### config.mk
export PLATFORM = sky130hd
export DESIGN_NAME = imem_boot_loader
export DESIGN_NICKNAME = d
export VERILOG_FILES = /design/src/rtl/imem_boot_loader.sv
export SDC_FILE = /design/constraint.sdc
export NUM_CORES = 1
export LEC_CHECK = 0
export BUFFER_PORTS_ARGS = -buffer_cell sky130_fd_sc_hd__buf_2
export CELL_PAD_IN_SITES_DETAIL_PLACEMENT = 1
export CELL_PAD_IN_SITES_GLOBAL_PLACEMENT = 1
export CORE_MARGIN = 3
export CORE_UTILIZATION = 44
export DETAILED_ROUTE_END_ITERATION = 6
export GPL_TIMING_DRIVEN = 1
export PLACE_DENSITY = 0.84
export SLEW_MARGIN = 20
export SYNTH_ARGS = -nofsm -noshare
export SYNTH_HDL_FRONTEND = slang
export SYNTH_SLANG_ARGS = --single-unit
export TNS_END_PERCENT = 20
### constraint.sdc
create_clock -name clock -period 2.96 [get_ports clock]
set_clock_uncertainty 0.1 [all_clocks]
set_input_delay 0.592 -clock clock [delete_from_list [all_inputs] [get_ports clock]]
set_output_delay 0.592 -clock clock [all_outputs]
set_load 0.01 [all_outputs]
### src/rtl/imem_boot_loader.sv
// Boot loader: receives a length-prefixed big-endian program image over a byte
// stream, writes it into instruction memory, then sequences cpu reset/run.
module imem_boot_loader #(
   parameter int ADDR_WIDTH  = 10,  // word address width, at most 16
   parameter int SYNC_STAGES = 2    // running_switch synchronizer depth, at least 2
) (
   input  logic                  clock,
   input  logic                  reset_n,
   input  logic [7:0]            rx_data,
   input  logic                  rx_valid,
   output logic                  rx_ready,
   input  logic                  running_switch,
   output logic                  imem_we,
   output logic [ADDR_WIDTH-1:0] imem_addr,
   output logic [31:0]           imem_wdata,
   output logic                  cpu_reset_n,
   output logic                  cpu_enable,
   output logic                  load_done,
   output logic                  load_error,
   output logic [15:0]           words_loaded
);

   typedef enum logic [2:0] {
      IDLE,
      HDR_HI,
      HDR_LO,
      DATA,
      READY,
      RUN,
      ERROR
   } state_t;

   localparam logic [31:0] CAPACITY = 32'd1 << ADDR_WIDTH;

   state_t                 state;
   state_t                 state_next;

   logic [15:0]            len_q;
   logic [15:0]            hdr_len;
   logic [15:0]            word_idx;
   logic [1:0]             byte_idx;
   logic [23:0]            word_buf;
   logic [SYNC_STAGES-1:0] sw_sync_q;
   logic                   sw_sync;
   logic                   accept;
   logic                   last_byte;

   assign rx_ready  = (state == HDR_HI) || (state == HDR_LO) || (state == DATA);
   assign accept    = rx_valid && rx_ready;
   assign hdr_len   = {len_q[15:8], rx_data};
   assign last_byte = (byte_idx == 2'd3) && (word_idx == len_q - 16'd1);
   assign sw_sync   = sw_sync_q[SYNC_STAGES-1];

   // State register
   always_ff @(posedge clock or negedge reset_n) begin
      if (!reset_n) begin
         state <= IDLE;
      end else begin
         // NOTE: sequential state uses non-blocking assignments so every flop
         // samples pre-edge values regardless of statement order.
         state <= state_next;
      end
   end

   // Next-state decode
   always_comb begin
      // NOTE: default assigned first so no path leaves state_next unassigned,
      // which would otherwise infer a latch.
      state_next = state;
      unique case (state)
         IDLE:   state_next = HDR_HI;
         HDR_HI: if (accept) state_next = HDR_LO;
         HDR_LO: begin
            if (accept) begin
               if (hdr_len == 16'd0)
                  state_next = READY;
               else if (32'(hdr_len) > CAPACITY)
                  state_next = ERROR;
               else
                  state_next = DATA;
            end
         end
         DATA:   if (accept && last_byte) state_next = READY;
         READY:  if (sw_sync) state_next = RUN;
         RUN:    state_next = RUN;
         ERROR:  state_next = ERROR;
         default: state_next = IDLE;
      endcase
   end

   // Run switch synchronizer
   always_ff @(posedge clock or negedge reset_n) begin
      if (!reset_n) begin
         sw_sync_q <= '0;
      end else begin
         sw_sync_q <= {sw_sync_q[SYNC_STAGES-2:0], running_switch};
      end
   end

   // Header capture, word assembly and memory write port
   always_ff @(posedge clock or negedge reset_n) begin
      if (!reset_n) begin
         len_q        <= '0;
         word_idx     <= '0;
         byte_idx     <= '0;
         word_buf     <= '0;
         imem_we      <= 1'b0;
         imem_addr    <= '0;
         imem_wdata   <= '0;
         words_loaded <= '0;
      end else begin
         imem_we <= 1'b0;
         if (accept) begin
            unique case (state)
               HDR_HI: len_q[15:8] <= rx_data;
               HDR_LO: begin
                  len_q[7:0] <= rx_data;
                  word_idx   <= '0;
                  byte_idx   <= '0;
               end
               DATA: begin
                  byte_idx <= byte_idx + 2'd1;
                  if (byte_idx == 2'd3) begin
                     imem_we      <= 1'b1;
                     imem_addr    <= word_idx[ADDR_WIDTH-1:0];
                     imem_wdata   <= {word_buf, rx_data};
                     word_idx     <= word_idx + 16'd1;
                     words_loaded <= word_idx + 16'd1;
                  end else begin
                     // Earlier bytes shift up so byte 0 lands in [31:24]
                     word_buf <= {word_buf[15:0], rx_data};
                  end
               end
               default: ;
            endcase
         end
      end
   end

   // Cpu sequencing and status flags
   always_ff @(posedge clock or negedge reset_n) begin
      if (!reset_n) begin
         load_done   <= 1'b0;
         load_error  <= 1'b0;
         cpu_reset_n <= 1'b0;
         cpu_enable  <= 1'b0;
      end else begin
         load_done   <= load_done || (state == READY);
         load_error  <= (state_next == ERROR);
         cpu_reset_n <= (state_next == RUN);
         cpu_enable  <= (state == RUN) && sw_sync;
      end
   end

endmodule
==> results.cfg <==
[placed_design]
dp_hpwl_mm = 10.35
portBuffers = 75
place_congestion = 0.8451

[drt]
wl_per_cell_um = 18.23
routed_wl_mm = 15.54
drt-initial-drc-count = 275
ant_nets = 0
drc_errors = 0
vias = 4561
viasPerCell = 5.353
dr.pass1.iters = 4

[clock_network]
post_cts_buffers = 0
cts_max_level = 4
clk_latency_ns = 0.43
root_buffer = clkbuf_16
cts.path.max_buffers = 2
clkSinkCount = 126
cts_tree = done
cts_buffers = 17
clkTransAtPathRegs_ns = 0.06

[job]
drv_cap = 0

[sta]
max_freq_mhz = 362.7
rsz0062_at_grt = false
relSlewSlack = 0.5766
hold_violations = 0
worst_pin_slew_ns = 0.6351
setup_tns_ns = 0
setup_viol = 0
finalCriticalPeriod_ns = 2.757
fin_hold_ws_ns = 0.09323
slew_viol_final = 0
period_share = 0.9315

[yosys]
synthTopCellsByArea = dfrtp_1, nand2_1, mux2_2
netlist_area_um2 = 5776
ys_warn_count = 0
synth_top_cell_by_area = dfrtp_1
seq_area_frac_synth = 0.5459
netlist.area_leader.share = 0.5459
avgSynthCellArea_um2 = 9.642
synthCells = 599
synth_edf_count = 0
synth-async-reset-ratio = 1.000
ys_types = 49
ys.flop_type = dfrtp_1
syn_nets = 614
ys_ff_latch = 126

[run_status]
outcome = finished clean

[die]
die_y_um = 120.6
fp.coreArea_um2 = 12720
num_rows = 41
dieArea_um2 = 14540
start_util = 0.4540
ios = 76
die_x_um = 120.6

[layout]
diodes = 0
fin_util = 0.5453
syn_to_final_growth_pct = 20.13
drive_gt1_frac = 0.2485
final_nets = 682

[critical_path]
startpoint_type = register
endpoint_kind = register
worstPathMaxFanout = 6
cp.arrival_ns = 2.95
worstSetupPathType = reg -> reg
timing.critical_path.required_ns = 3.16

[grt]
grt_max_degree = 90
grt-ovfl-total = 0
antenna_found_initial = 0
grt_pass1_wl_mm = 25.33
grt_use_total = 0.2252
grt_pass1_vias = 4854

[power]
power_density_nw_per_um2 = 974.2
max-vdd-ir-drop_uv = 482.6
seqPwrFrac = 0.419
p_int_mw = 4.391
switching_power_mw = 2.368
switching_share = 0.3503
p_leak_nw = 3.304
pwr-share-comb = 0.282
pwr-share-clk = 0.299

[worst_hold_path]
hp-class = in -> async
per-stage QoR:
step	cell area, µm²	power (mW)	worst slack, ns	instances
floorplan	5776	3.940	0.2962	599
detailed placement	6354	4.722	0.1347	820
CTS	6932	6.797	0.1377	852
finish	6938	6.759	0.2029	852
global route	6938	7.166	0.03878	852
global placement	6354	4.573	0.2612	820
final timing paths:
check / start / endpoint / slack [ns] / cells past startpoint
max: len_q[1]$_DFFE_PN0P_ / state[0]$_DFF_PN0_ / 0.20 / 10
min: reset_n / imem_addr[9]$_DFFE_PN0P_ / 0.09 / 1
max reg2reg: len_q[1]$_DFFE_PN0P_ / state[0]$_DFF_PN0_ / 0.20 / 10
min reg2reg: sw_sync_q[0]$_DFF_PN0_ / sw_sync_q[1]$_DFF_PN0_ / 0.26 / 0
max in group asynchronous: reset_n / imem_wdata[25]$_DFFE_PN0P_ / 1.88 / 2
min in group clock: running_switch / sw_sync_q[0]$_DFF_PN0_ / 0.17 / 1
cell families after synthesis:
kind of cell / count (synthesis) / synth area share
compound gates: 79 / 0.08276
xor+xnor: 33 / 0.05004
fa+ha+maj: 3 / 0.006500
buf+inv: 48 / 0.03401
flops: 126 / 0.5459
mux: 38 / 0.07409
simple gates: 272 / 0.2067
worst max-delay path: stages, from the launching register on:
cell and delay (ns):
dfrtp_1 0.43, inv_1 0.11, ha_1 0.17, or4b_2 0.62, buf_4 0.18, nor2_1 0.11
xnor2_1 0.07, a2111oi_0 0.37, nand3_1 0.17, o21bai_1 0.21, o21ai_1 0.09
synthesized netlist by cell type, types with 2 or more instances:
cell / count
mux2_2: 38
or4_1: 2
o31ai_1: 9
buf_1: 4
clkbuf_1: 34
nor4b_1: 2
and3_1: 7
nand4_1: 4
nor2_1: 25
a22o_1: 2
o21ai_0: 43
a21oi_1: 6
or3_1: 5
nor4_1: 8
nor3_1: 8
nor3b_1: 2
a21boi_0: 3
o21bai_1: 3
inv_1: 7
a31oi_1: 4
dfrtp_1: 126
or2_2: 2
nand2_1: 184
nand2b_1: 4
xnor2_1: 18
xor2_1: 15
buf_6: 2
nand3_1: 8
or3b_2: 2
ha_1: 3
cell type report:
| type | count | area [µm²] |
|---|---|---|
| fillers | 1474 | 5784 |
| flip-flops and latches | 126 | 3153 |
| multi-input cells | 425 | 2437 |
| repair buffers | 90 | 528.0 |
| clock buffers | 21 | 470.5 |
| well taps | 172 | 215.2 |
| clock inverters | 11 | 107.6 |
| inverters | 7 | 26.28 |
power groups by stage:
stage / clock [mW] / sequential (mW) / combinational [mW]
6_report: 2.02 / 2.83 / 1.90
4_1_cts: 2.05 / 2.83 / 1.92
2_1_floorplan: 0 / 2.72 / 1.22
5_1_grt: 2.13 / 2.92 / 2.12
3_3_place_gp: 0 / 2.78 / 1.79
3_5_place_dp: 0 / 2.84 / 1.89
cells in the final DEF, fill, tap and decap left out, drive strengths merged, types with 8 or more instances in the layout:
master	synthesis	final
nand2	184	184
xnor2	18	18
mux2	38	38
o31ai	9	9
inv	7	8
xor2	15	15
buf	7	90
o21ai	44	44
nor3	8	8
nor4	8	8
nor2	25	25
dfrtp	126	126
clkbuf	34	21
nand3	8	8
layer usage:
metal	GRT usage	share of wire
met1	0.2854	0.44
met2	0.3804	0.51
met3	0.05005	0.034
met4	0.08074	0.017
met5	0	0
state kept, by name, summed over array words and instances (netlist names):
register and cells:
len_q 16, words_loaded 16, load_done 1, state 3, sw_sync_q 2, word_idx 16, imem_wdata 32, byte_idx 2
cpu_reset_n 1, imem_we 1, load_error 1, word_buf 24, cpu_enable 1, imem_addr 10
timing repair:
action | 4_1_cts | 5_1_grt
hold buffers | 0 | 0
resized for setup | 0 | 1
endpoints found under the setup margin | 0 | 2
(Power assumes the default switching activity.)
